===== config.mk =====
export PLATFORM = sky130hd
export DESIGN_NAME = hpet_multi_flat
export DESIGN_NICKNAME = d
export VERILOG_FILES = /design/src/rtl/hpet_pkg.sv /design/src/rtl/hpet_multi_if.sv /design/src/rtl/hpet_channel.sv /design/src/rtl/hpet_multi.sv /design/src/flat_wrapper.sv
export SDC_FILE = /design/constraint.sdc
export NUM_CORES = 1
export LEC_CHECK = 0
export ABC_CLOCK_PERIOD_IN_PS = 3900
export BUFFER_PORTS_ARGS = -buffer_cell sky130_fd_sc_hd__buf_2
export CAP_MARGIN = 20
export CORE_MARGIN = 2
export CORE_UTILIZATION = 30
export CTS_BUF_LIST = sky130_fd_sc_hd__clkbuf_4 sky130_fd_sc_hd__clkbuf_8 sky130_fd_sc_hd__clkbuf_16
export DETAILED_ROUTE_END_ITERATION = 12
export PLACE_DENSITY_LB_ADDON = 0.1
export SETUP_SLACK_MARGIN = 0.4
export SYNTH_ARGS = -nofsm -noshare
export SYNTH_HDL_FRONTEND = slang
export SYNTH_SLANG_ARGS = --single-unit

===== constraint.sdc =====
create_clock -name apb_pclk -period 3.9 [get_ports apb_pclk]
set_clock_uncertainty 0.15 [all_clocks]
set_input_delay 0.39 -clock apb_pclk [delete_from_list [all_inputs] [get_ports apb_pclk]]
set_output_delay 0.39 -clock apb_pclk [all_outputs]
set_load 0.01 [all_outputs]

===== src/rtl/hpet_pkg.sv =====
// Shared register map and field positions for the hpet_multi event timer.
package hpet_pkg;

    localparam int unsigned OffGcfg     = 'h00;
    localparam int unsigned OffCount    = 'h04;
    localparam int unsigned OffIntSts   = 'h08;
    localparam int unsigned OffPrescale = 'h0C;

    localparam int unsigned ChBase   = 'h10;
    localparam int unsigned ChStride = 'h10;
    localparam int unsigned SubCcfg  = 'h0;
    localparam int unsigned SubCmp   = 'h4;
    localparam int unsigned SubStp   = 'h8;

    localparam int unsigned GcfgStartBit    = 0;
    localparam int unsigned CcfgIntEnBit    = 0;
    localparam int unsigned CcfgPeriodicBit = 1;
    localparam int unsigned PrescaleW       = 16;

    typedef struct packed {
        logic ccfg;
        logic cmp;
        logic stp;
    } ch_we_t;

    function automatic int unsigned ch_addr(int unsigned ch, int unsigned sub);
        return ChBase + ChStride * ch + sub;
    endfunction

endpackage


===== src/rtl/hpet_multi_if.sv =====
// APB slave bus bundle for hpet_multi.
interface hpet_multi_if #(
    parameter int unsigned ADDR_W = 8
);
    logic              psel;
    logic              penable;
    logic              pwrite;
    logic [ADDR_W-1:0] paddr;
    logic [31:0]       pwdata;
    logic [31:0]       prdata;

    modport master (output psel, output penable, output pwrite, output paddr, output pwdata,
                    input prdata);
    modport slave  (input psel, input penable, input pwrite, input paddr, input pwdata,
                    output prdata);
endinterface


===== src/rtl/hpet_channel.sv =====
// One comparator channel: holds cmp/stp/ccfg, flags a match and reloads cmp in periodic mode.
module hpet_channel
    import hpet_pkg::*;
#(
    parameter int unsigned CNT_W = 32
) (
    input  logic             apb_pclk,
    input  logic             apb_prstn,
    input  logic [CNT_W-1:0] count,
    input  logic             tick,
    input  logic             start,
    input  ch_we_t           we,
    input  logic [31:0]      wdata,
    output logic             match,
    output logic             int_en,
    output logic [31:0]      ccfg_rd,
    output logic [31:0]      cmp_rd,
    output logic [31:0]      stp_rd
);

    logic [CNT_W-1:0] cmp_q, cmp_d;
    logic [CNT_W-1:0] stp_q;
    logic             int_en_q;
    logic             periodic_q;

    assign match = start & tick & (count == cmp_q);

    // A bus write to CMP overrides a coincident periodic reload.
    always_comb begin
        cmp_d = cmp_q;
        if (we.cmp) begin
            cmp_d = wdata[CNT_W-1:0];
        end else if (match && periodic_q) begin
            cmp_d = cmp_q + stp_q;
        end
    end

    always_ff @(posedge apb_pclk or negedge apb_prstn) begin
        if (!apb_prstn) begin
            cmp_q      <= '1;
            stp_q      <= '0;
            int_en_q   <= 1'b0;
            periodic_q <= 1'b0;
        end else begin
            cmp_q <= cmp_d;
            if (we.stp) begin
                stp_q <= wdata[CNT_W-1:0];
            end
            if (we.ccfg) begin
                int_en_q   <= wdata[CcfgIntEnBit];
                periodic_q <= wdata[CcfgPeriodicBit];
            end
        end
    end

    always_comb begin
        ccfg_rd                  = '0;
        ccfg_rd[CcfgIntEnBit]    = int_en_q;
        ccfg_rd[CcfgPeriodicBit] = periodic_q;
    end

    assign int_en = int_en_q;
    assign cmp_rd = 32'(cmp_q);
    assign stp_rd = 32'(stp_q);

endmodule


===== src/rtl/hpet_multi.sv =====
// Multi-channel event timer on APB: shared main counter, N_CH comparators, W1C status.
// Optional prescaler enabled by defining HPET_PRESCALE_EN.
module hpet_multi
    import hpet_pkg::*;
#(
    parameter int unsigned N_CH   = 4,
    parameter int unsigned CNT_W  = 32,
    parameter int unsigned ADDR_W = 8
) (
    input  logic            apb_pclk,
    input  logic            apb_prstn,
    hpet_multi_if.slave     apb,
    output logic [N_CH-1:0] int_o,
    output logic            irq_o
);

    logic             wr_stb, rd_stb;
    logic             sel_gcfg, sel_count, sel_sts;
    logic             start_q;
    logic [CNT_W-1:0] count_q, count_d;
    logic [N_CH-1:0]  sts_q, sts_d;
    logic [N_CH-1:0]  match, ch_int_en;
    logic             tick;
    logic [31:0]      rdata;

    ch_we_t      ch_we   [N_CH];
    logic [31:0] ch_ccfg [N_CH];
    logic [31:0] ch_cmp  [N_CH];
    logic [31:0] ch_stp  [N_CH];

    assign wr_stb = apb.psel & apb.penable & apb.pwrite;
    assign rd_stb = apb.psel & apb.penable & ~apb.pwrite;

    assign sel_gcfg  = (apb.paddr == ADDR_W'(OffGcfg));
    assign sel_count = (apb.paddr == ADDR_W'(OffCount));
    assign sel_sts   = (apb.paddr == ADDR_W'(OffIntSts));

`ifdef HPET_PRESCALE_EN
    logic                 sel_prescale;
    logic [PrescaleW-1:0] prescale_q;
    logic [PrescaleW-1:0] pre_cnt_q, pre_cnt_d;

    assign sel_prescale = (apb.paddr == ADDR_W'(OffPrescale));
    assign tick         = (pre_cnt_q == prescale_q);

    // Held at 0 while stopped so a restart always waits a full PRESCALE+1 cycles.
    always_comb begin
        pre_cnt_d = pre_cnt_q + PrescaleW'(1);
        if (!start_q || (wr_stb && sel_prescale) || tick) begin
            pre_cnt_d = '0;
        end
    end

    always_ff @(posedge apb_pclk or negedge apb_prstn) begin
        if (!apb_prstn) begin
            prescale_q <= '0;
            pre_cnt_q  <= '0;
        end else begin
            pre_cnt_q <= pre_cnt_d;
            if (wr_stb && sel_prescale) begin
                prescale_q <= apb.pwdata[PrescaleW-1:0];
            end
        end
    end
`else
    assign tick = 1'b1;
`endif

    always_comb begin
        count_d = count_q;
        if (start_q) begin
            if (tick) begin
                count_d = count_q + CNT_W'(1);
            end
        end else if (wr_stb && sel_count) begin
            count_d = apb.pwdata[CNT_W-1:0];
        end
    end

    // A new match sets the bit even if the same bit is being cleared this cycle.
    always_comb begin
        sts_d = sts_q;
        if (wr_stb && sel_sts) begin
            sts_d = sts_q & ~apb.pwdata[N_CH-1:0];
        end
        sts_d = sts_d | match;
    end

    always_ff @(posedge apb_pclk or negedge apb_prstn) begin
        if (!apb_prstn) begin
            start_q <= 1'b0;
            count_q <= '0;
            sts_q   <= '0;
        end else begin
            count_q <= count_d;
            sts_q   <= sts_d;
            if (wr_stb && sel_gcfg) begin
                start_q <= apb.pwdata[GcfgStartBit];
            end
        end
    end

    for (genvar i = 0; i < N_CH; i++) begin : g_ch
        assign ch_we[i] = '{
            ccfg: wr_stb && (apb.paddr == ADDR_W'(ch_addr(i, SubCcfg))),
            cmp:  wr_stb && (apb.paddr == ADDR_W'(ch_addr(i, SubCmp))),
            stp:  wr_stb && (apb.paddr == ADDR_W'(ch_addr(i, SubStp)))
        };

        hpet_channel #(
            .CNT_W (CNT_W)
        ) u_channel (
            .apb_pclk  (apb_pclk),
            .apb_prstn (apb_prstn),
            .count     (count_q),
            .tick      (tick),
            .start     (start_q),
            .we        (ch_we[i]),
            .wdata     (apb.pwdata),
            .match     (match[i]),
            .int_en    (ch_int_en[i]),
            .ccfg_rd   (ch_ccfg[i]),
            .cmp_rd    (ch_cmp[i]),
            .stp_rd    (ch_stp[i])
        );
    end

    always_comb begin
        rdata = '0;
        if (sel_gcfg) begin
            rdata[GcfgStartBit] = start_q;
        end
        if (sel_count) begin
            rdata = 32'(count_q);
        end
        if (sel_sts) begin
            rdata = 32'(sts_q);
        end
`ifdef HPET_PRESCALE_EN
        if (sel_prescale) begin
            rdata = 32'(prescale_q);
        end
`endif
        for (int unsigned i = 0; i < N_CH; i++) begin
            if (apb.paddr == ADDR_W'(ch_addr(i, SubCcfg))) rdata = ch_ccfg[i];
            if (apb.paddr == ADDR_W'(ch_addr(i, SubCmp)))  rdata = ch_cmp[i];
            if (apb.paddr == ADDR_W'(ch_addr(i, SubStp)))  rdata = ch_stp[i];
        end
    end

    assign apb.prdata = rd_stb ? rdata : '0;
    assign int_o      = sts_q & ch_int_en;
    assign irq_o      = |int_o;

endmodule


===== src/flat_wrapper.sv =====
// flat-port wrapper written by rule: the top's interface ports become plain ports
module hpet_multi_flat import hpet_pkg::*;
#(
    parameter int unsigned N_CH   = 4,
    parameter int unsigned CNT_W  = 32,
    parameter int unsigned ADDR_W = 8
)
  (apb_pclk, apb_prstn, int_o, irq_o, apb_psel, apb_penable, apb_pwrite, apb_paddr, apb_pwdata, apb_prdata);
  hpet_multi_if #(.ADDR_W(ADDR_W)) apb_i ();
  input  logic apb_pclk;
  input  logic apb_prstn;
  output logic [N_CH-1:0] int_o;
  output logic irq_o;
  input wire logic [$bits(apb_i.psel)-1:0] apb_psel;
  input wire logic [$bits(apb_i.penable)-1:0] apb_penable;
  input wire logic [$bits(apb_i.pwrite)-1:0] apb_pwrite;
  input wire logic [$bits(apb_i.paddr)-1:0] apb_paddr;
  input wire logic [$bits(apb_i.pwdata)-1:0] apb_pwdata;
  output wire logic [$bits(apb_i.prdata)-1:0] apb_prdata;
  assign apb_i.psel = apb_psel;
  assign apb_i.penable = apb_penable;
  assign apb_i.pwrite = apb_pwrite;
  assign apb_i.paddr = apb_paddr;
  assign apb_i.pwdata = apb_pwdata;
  assign apb_prdata = apb_i.prdata;
  hpet_multi #(.N_CH(N_CH), .CNT_W(CNT_W), .ADDR_W(ADDR_W)) u_core (.apb_pclk(apb_pclk), .apb_prstn(apb_prstn), .apb(apb_i), .int_o(int_o), .irq_o(irq_o));
endmodule

==> results.json, run 1 <==
{
  "outcome": "finished clean",
  "path_class": "flop to flop",
  "die_h_um": 277,
  "crit_chain": "xor2_1 -> nor4_1 -> nand4_1 -> nor3_1 -> nand2_2 -> buf_12 -> or3_1 -> a31oi_1",
  "total_power_w": 0.00907,
  "grt_antenna_before_repair": 5,
  "grt_max_degree": 85,
  "synth_cells": 2499,
  "insertion_delay_ns": 0.59,
  "dieArea_um2": 77000,
  "worstMarginPinSlew_ns": 0.794,
  "holdCritPathClass": "input port to flop",
  "yosys-top-cells-count": "a21oi_1 (219), nor2_1 (217), dfrtp_1 (173), nand2_1 (173), o21ai_0 (143)",
  "drive_gt1_frac": 0.249,
  "fin_crit_ns": 3.50,
  "cts_buffers": 43,
  "rsz0062_at_grt": "yes",
  "slew-limit-headroom": 0.471,
  "viasPerCell": 5.81,
  "synth_area_um2": 22400,
  "globalRouteOverflowTotal": 0,
  "worstPathRequired_ns": 4.26,
  "antenna_cells": 0,
  "nFillCells": 7624,
  "startpoint_type": "flop",
  "cap_violations": 0,
  "grt_pass1_wl_mm": 145,
  "initial_core_util": 0.302,
  "syn_nets": 2673,
  "io_buffers": 81,
  "ys_top_cells_by_area": "dfrtp_1 (19%), dfstp_2 (15%), mux2_2 (7.1%)",
  "crit_path_end_kind": "flop",
  "syn_to_final_growth_pct": 18.0,
  "fin_crit_sh": 0.898,
  "final_util": 0.357,
  "synth-seq-cells": 301,
  "finalMaxSlewViolations": 0,
  "post-synth-top-area-fraction": 0.193,
  "io_pins": 82,
  "grt_pass1_vias": 20700,
  "ant_nets": 0,
  "dieWidth_um": 277,
  "cts_tree": "done",
  "routabilityCongestion": 0.981,
  "syn_avg_cell_area_um2": 8.98,
  "drtIter0Drc": 1953,
  "reg2reg_setup_slack_ns": 0.40,
  "setup_viol": 0,
  "multiInputGateArea_um2": 14300,
  "htreeDepth": 2,
  "worstPathMaxFanout": 53,
  "power.leakage_nw": 11.4,
  "ys_seq_area_frac": 0.343,
  "wirelength_mm": 100,
  "drtPass1Iterations": 7,
  "grt_usage": 0.256,
  "drc": 0,
  "clock-root-buffer": "clkbuf_16",
  "cp_slowest_cell": "dfrtp_1",
  "vias": 20900,
  "regArea_um2": 7690,
  "max_stage_delay_ns": 0.64,
  "ys.warnings.count": 0,
  "wl_per_cell_um": 27.9,
  "fmax_mhz": 286,
  "clock_sinks": 301,
  "dp.final_hpwl_mm": 77.2,
  "synthFlopType": "dfrtp_1",
  "clock_path_buffers": 3,
  "vdd_drop_max_mv": 0.261,
  "crit_buf_inv": 1,
  "coreArea_um2": 74200,
  "clk_pin_slew_ns": 0.06,
  "critPathArrivalTime_ns": 3.86,
  "final_nets": 2772,
  "fin_tns_setup_ns": 0,
  "synth.most_common_cell": "a21oi_1",
  "hold_viol": 0,
  "cp_top_family": "simple AND/OR/NAND/NOR gates",
  "rows": 100,
  "synth_cell_types": 85,
  "synth_largest_area_cell": "dfrtp_1",
  "synth_edf_count": 0,
  "p_per_area_nw_per_um2": 343,
  "async_reset_ff_frac": 1.00
}
-- layer usage --
layer	track usage	wire [µm]	share of wire
met5	0	0	0
met3	0.0332	6460	0.064
met1	0.362	45900	0.46
met4	0.0935	3980	0.040
met2	0.397	44100	0.44
-- repair_timing --
| action | CTS | global route |
|---|---|---|
| resized for setup | 24 | 54 |
| endpoints found under the hold margin | 66 | 0 |
| setup endpoints to repair | 31 | 47 |
| buffers inserted | 2 | 14 |
| pin swaps | 9 | 37 |
| hold buffers | 12 | 0 |
-- worst min-delay path, cell delays in order --
cell	delay (ns)
buf_2	0.20
nand2_1	0.09
o21ai_0	0.07
-- kinds of logic after synthesis --
family,after synthesis,synth area share
mux,175,0.0859
fa+ha+maj,129,0.0733
simple gates,689,0.147
xor+xnor,211,0.0824
compound gates,778,0.228
buf+inv,216,0.0403
flops,301,0.343
-- layout make-up --
type / count / area share
multi-input cells: 1982 / 0.540
flip-flops and latches: 301 / 0.291
repair buffers: 222 / 0.0605
clock buffers: 59 / 0.0491
well taps: 969 / 0.0458
clock inverters: 20 / 0.00756
inverters: 48 / 0.00680
-- worst paths after layout --
check,startpoint,end,cells after the start
max,u_core.count_q[26],u_core.g_ch[2].u_channel.cmp_rd[3],8
min,apb_pwdata[20],u_core.g_ch[1].u_channel.cmp_rd[20],3
max reg2reg,u_core.count_q[26],u_core.g_ch[2].u_channel.cmp_rd[3],8
min reg2reg,u_core.g_ch[2].u_channel.cmp_rd[3],u_core.g_ch[2].u_channel.cmp_rd[3],2
max in group asynchronous,apb_prstn,u_core.g_ch[2].u_channel.cmp_rd[13],3
min in group asynchronous,apb_prstn,u_core.g_ch[1].u_channel.stp_rd[25],2
-- sequential cells by signal, summed over array words and instances, names as in the netlist --
register	count
u_core.g_ch.u_channel.periodic_q	4
u_core.count_q	32
u_core.g_ch.u_channel.int_en	4
u_core.g_ch.u_channel.stp_rd	128
u_core.sts_q	4
u_core.start_q	1
u_core.g_ch.u_channel.cmp_rd	128
-- where the power goes --
part / internal (W) / switching [W] / total (W) / leakage [nW]
registers: 0.00324 / 0.000163 / 0.00340 / 3.71
clock network: 0.00259 / 0.00164 / 0.00422 / 0.767
logic: 0.000564 / 0.000884 / 0.00145 / 6.96
total: 0.00638 / 0.00269 / 0.00907 / 11.4
-- layout by cell type (no fill, tap or decap), types with 32 or more instances in the layout --
cell type and count:
a21o_1 50, a21oi_1 208, a22oi_1 91, buf_2 80
buf_4 119, clkbuf_16 45, dfrtp_1 171, dfstp_2 128
ha_1 119, inv_1 48, mux2_2 141, mux2i_1 34
nand2_1 165, nand3_1 42, nor2_1 207, nor3_1 50
o21a_1 32, o21ai_0 135, xnor2_1 94, xor2_1 115
-- metrics by stage --
step	hold WS, ns	setup WS (ns)	std cells	cell area [µm²]
after floorplan	-0.0556	0.741	2499	22400
final	0.0303	0.399	3601	26500
after global placement	0.270	0.177	3494	24400
after detailed placement	0.271	0.140	3494	24400
after global routing	0.0334	0.281	3601	26500
after CTS	0.00650	0.396	3587	26100
Power figures use the tool's default switching activity.
==> run 2: changes to the inputs <==
--- a/config.mk
+++ b/config.mk
@@ -5,10 +5,8 @@
 export SDC_FILE = /design/constraint.sdc
 export NUM_CORES = 1
 export LEC_CHECK = 0
-export ABC_CLOCK_PERIOD_IN_PS = 3900
 export BUFFER_PORTS_ARGS = -buffer_cell sky130_fd_sc_hd__buf_2
 export CAP_MARGIN = 20
-export CORE_MARGIN = 2
 export CORE_UTILIZATION = 30
 export CTS_BUF_LIST = sky130_fd_sc_hd__clkbuf_4 sky130_fd_sc_hd__clkbuf_8 sky130_fd_sc_hd__clkbuf_16
 export DETAILED_ROUTE_END_ITERATION = 12
==> constraint.sdc (replaced) <==
create_clock -name apb_pclk -period 3.5 [get_ports apb_pclk]
set_clock_uncertainty 0.15 [all_clocks]
set_input_delay 0.35 -clock apb_pclk [delete_from_list [all_inputs] [get_ports apb_pclk]]
set_output_delay 0.35 -clock apb_pclk [all_outputs]
set_load 0.01 [all_outputs]
==> run 2 against run 1 <==
Net effect: non-clock buffer count up 170; flip-flop and latch count unchanged; via count grew 4.0%; sequential power increased by 11%; register-to-register slack worse by 0.18 ns; clock power rose by 6.4%; final area rose by 11%; power rose by 13%; combinational power increased by 33%; critical path type unchanged.
==> results.json, run 2 (synthesized netlist as in run 1, its figures left out) <==
{
  "worstMarginPinSlew_ns": 0.938,
  "drtIter0Drc": 1932,
  "power.net_switching_w": 0.00305,
  "syn_to_final_growth_pct": 31.2,
  "p_int_w": 0.00716,
  "power.share.clock": 0.439,
  "clk_pin_slew_ns": 0.06,
  "placed_area_um2": 25200,
  "coreArea_um2": 73500,
  "final_common_cell": "buf_4",
  "grt_pass1_vias": 21300,
  "power_frac_seq": 0.371,
  "worstPathRequired_ns": 3.85,
  "critPathArrivalTime_ns": 3.63,
  "finalMaxSlewViolations": 0,
  "grt_antenna_before_repair": 4,
  "cts_buffers": 43,
  "fin_crit_sh": 0.937,
  "worst_slack_ns": 0.219,
  "cap_violations": 0,
  "globalRouteOverflowTotal": 0,
  "htreeDepth": 2,
  "vias": 21700,
  "rsz0062_at_grt": "yes",
  "grt_pass1_wl_mm": 148,
  "layout_common_cells": "buf_4 (223), nor2_1 (194), a21oi_1 (171)",
  "outcome": "finished clean",
  "viasPerCell": 5.78,
  "swShare": 0.299,
  "setup_viol": 0,
  "hold_viol": 0,
  "dieWidth_um": 275,
  "io_buffers": 81,
  "grt_max_degree": 72,
  "dp_cells": 3588,
  "worstPathMaxFanout": 2,
  "clock_sinks": 301,
  "final_util": 0.401,
  "drive_gt1_frac": 0.354,
  "startpoint_type": "flop",
  "initial_core_util": 0.306,
  "cp_slowest_cell": "dfstp_2",
  "insertion_delay_ns": 0.58,
  "p_comb_frac": 0.189,
  "final_nets": 2942,
  "die_h_um": 275,
  "rows": 99,
  "drc": 0,
  "routabilityCongestion": 1.01,
  "clock_path_buffers": 3,
  "path_common_cell": "a21oi_2",
  "power.leakage_nw": 12.7,
  "wl_per_cell_um": 27.3,
  "crit_chain": "ha_4 -> a21oi_2 -> nand4b_1 -> a311o_1 -> a211oi_2 -> o31a_1 -> o211ai_2 -> a21oi_2 -> o21a_1 -> or4_4 -> a31oi_4",
  "dp_slack_ns": -0.0420,
  "wirelength_mm": 103,
  "fin_crit_ns": 3.28,
  "clock-root-buffer": "clkbuf_16",
  "path_class": "flop to flop",
  "dp.final_hpwl_mm": 78.3,
  "io_pins": 82,
  "dieArea_um2": 75900,
  "design_area_um2": 29400,
  "max_stage_delay_ns": 0.56,
  "final_cells": 3762,
  "grt_usage": 0.267,
  "ant_nets": 0,
  "p_per_area_nw_per_um2": 347,
  "crit_path_end_kind": "flop",
  "slew-limit-headroom": 0.375,
  "vdd_drop_max_mv": 0.283,
  "fmax_mhz": 305,
  "drtPass1Iterations": 8,
  "cts_tree": "done",
  "holdCritPathClass": "input port to flop"
}
## run 2: cell count changes in the layout (fill, tap and decap cells not counted), moves of 16 or more
cell     change
o21ai_0     -42
a21oi_2     +26
dfrtp_1     -16
a21oi_1     -37
buf_4      +104
ha_1        -24
buf_6       +33
o21ai_1     +29
ha_4        +22
## run 2: layout make-up
cell class              instances  area [µm²]
diodes                          1        2.50
clock buffers                  73        1410
clock inverters                 6        30.0
fillers                      7362       44000
inverters                      48         183
multi-input cells            1982       15600
flip-flops and latches        301        7720
well taps                     959        1200
repair buffers                392        3330
## run 2: power groups by stage
stage	sequential [W]	clock (W)	combinational (W)
6_report	0.00379	0.00449	0.00193
5_1_grt	0.00380	0.00473	0.00206
4_1_cts	0.00377	0.00460	0.00178
3_5_place_dp	0.00384	0	0.00158
3_3_place_gp	0.00384	0	0.00158
2_1_floorplan	0.00372	0	0.000978
## run 2: layer usage
layer,track usage,routed length [µm]
met1,0.379,47100
met2,0.420,45900
met3,0.0318,5980
met4,0.0856,3780
met5,0,0
## run 2: stage by stage
stage	TNS, ns	hold WS, ns	total power [W]
6_report	0	0.0136	0.0102
5_1_grt	0	0.0181	0.0106
3_3_place_gp	0	0.188	0.00541
4_1_cts	0	0.00633	0.0102
3_5_place_dp	-0.0923	0.181	0.00541
2_1_floorplan	0	-0.0956	0.00470
## run 2: critical path, delay by kind of cell, from the launching register on
family	cells	cell delay [ns]
compound gates	8	1.58
fa+ha+maj	1	0.20
flops	1	0.56
simple gates	2	0.72
## run 2: path summary, 6_finish.rpt
check                                              startpoint                                   to  slack, ns  cells after the start
max                        u_core.g_ch[1].u_channel.cmp_rd[1]  u_core.g_ch[1].u_channel.cmp_rd[31]       0.22                     11
min                                            apb_pwdata[10]  u_core.g_ch[1].u_channel.cmp_rd[10]       0.01                      3
max reg2reg                u_core.g_ch[1].u_channel.cmp_rd[1]  u_core.g_ch[1].u_channel.cmp_rd[31]       0.22                     11
min reg2reg                u_core.g_ch[1].u_channel.cmp_rd[5]   u_core.g_ch[1].u_channel.cmp_rd[5]       0.37                      2
max in group asynchronous                           apb_prstn  u_core.g_ch[3].u_channel.cmp_rd[15]       2.11                      3
min in group asynchronous                           apb_prstn  u_core.g_ch[1].u_channel.stp_rd[30]       0.13                      2
## run 2: what timing repair did
item / CTS / global route
cloned: 3 / 2
pin swaps: 87 / 127
resized for setup: 195 / 229
hold buffers: 25 / 0
endpoints found under the setup margin: 95 / 113
buffers inserted: 36 / 28
hold endpoints to repair: 117 / 0
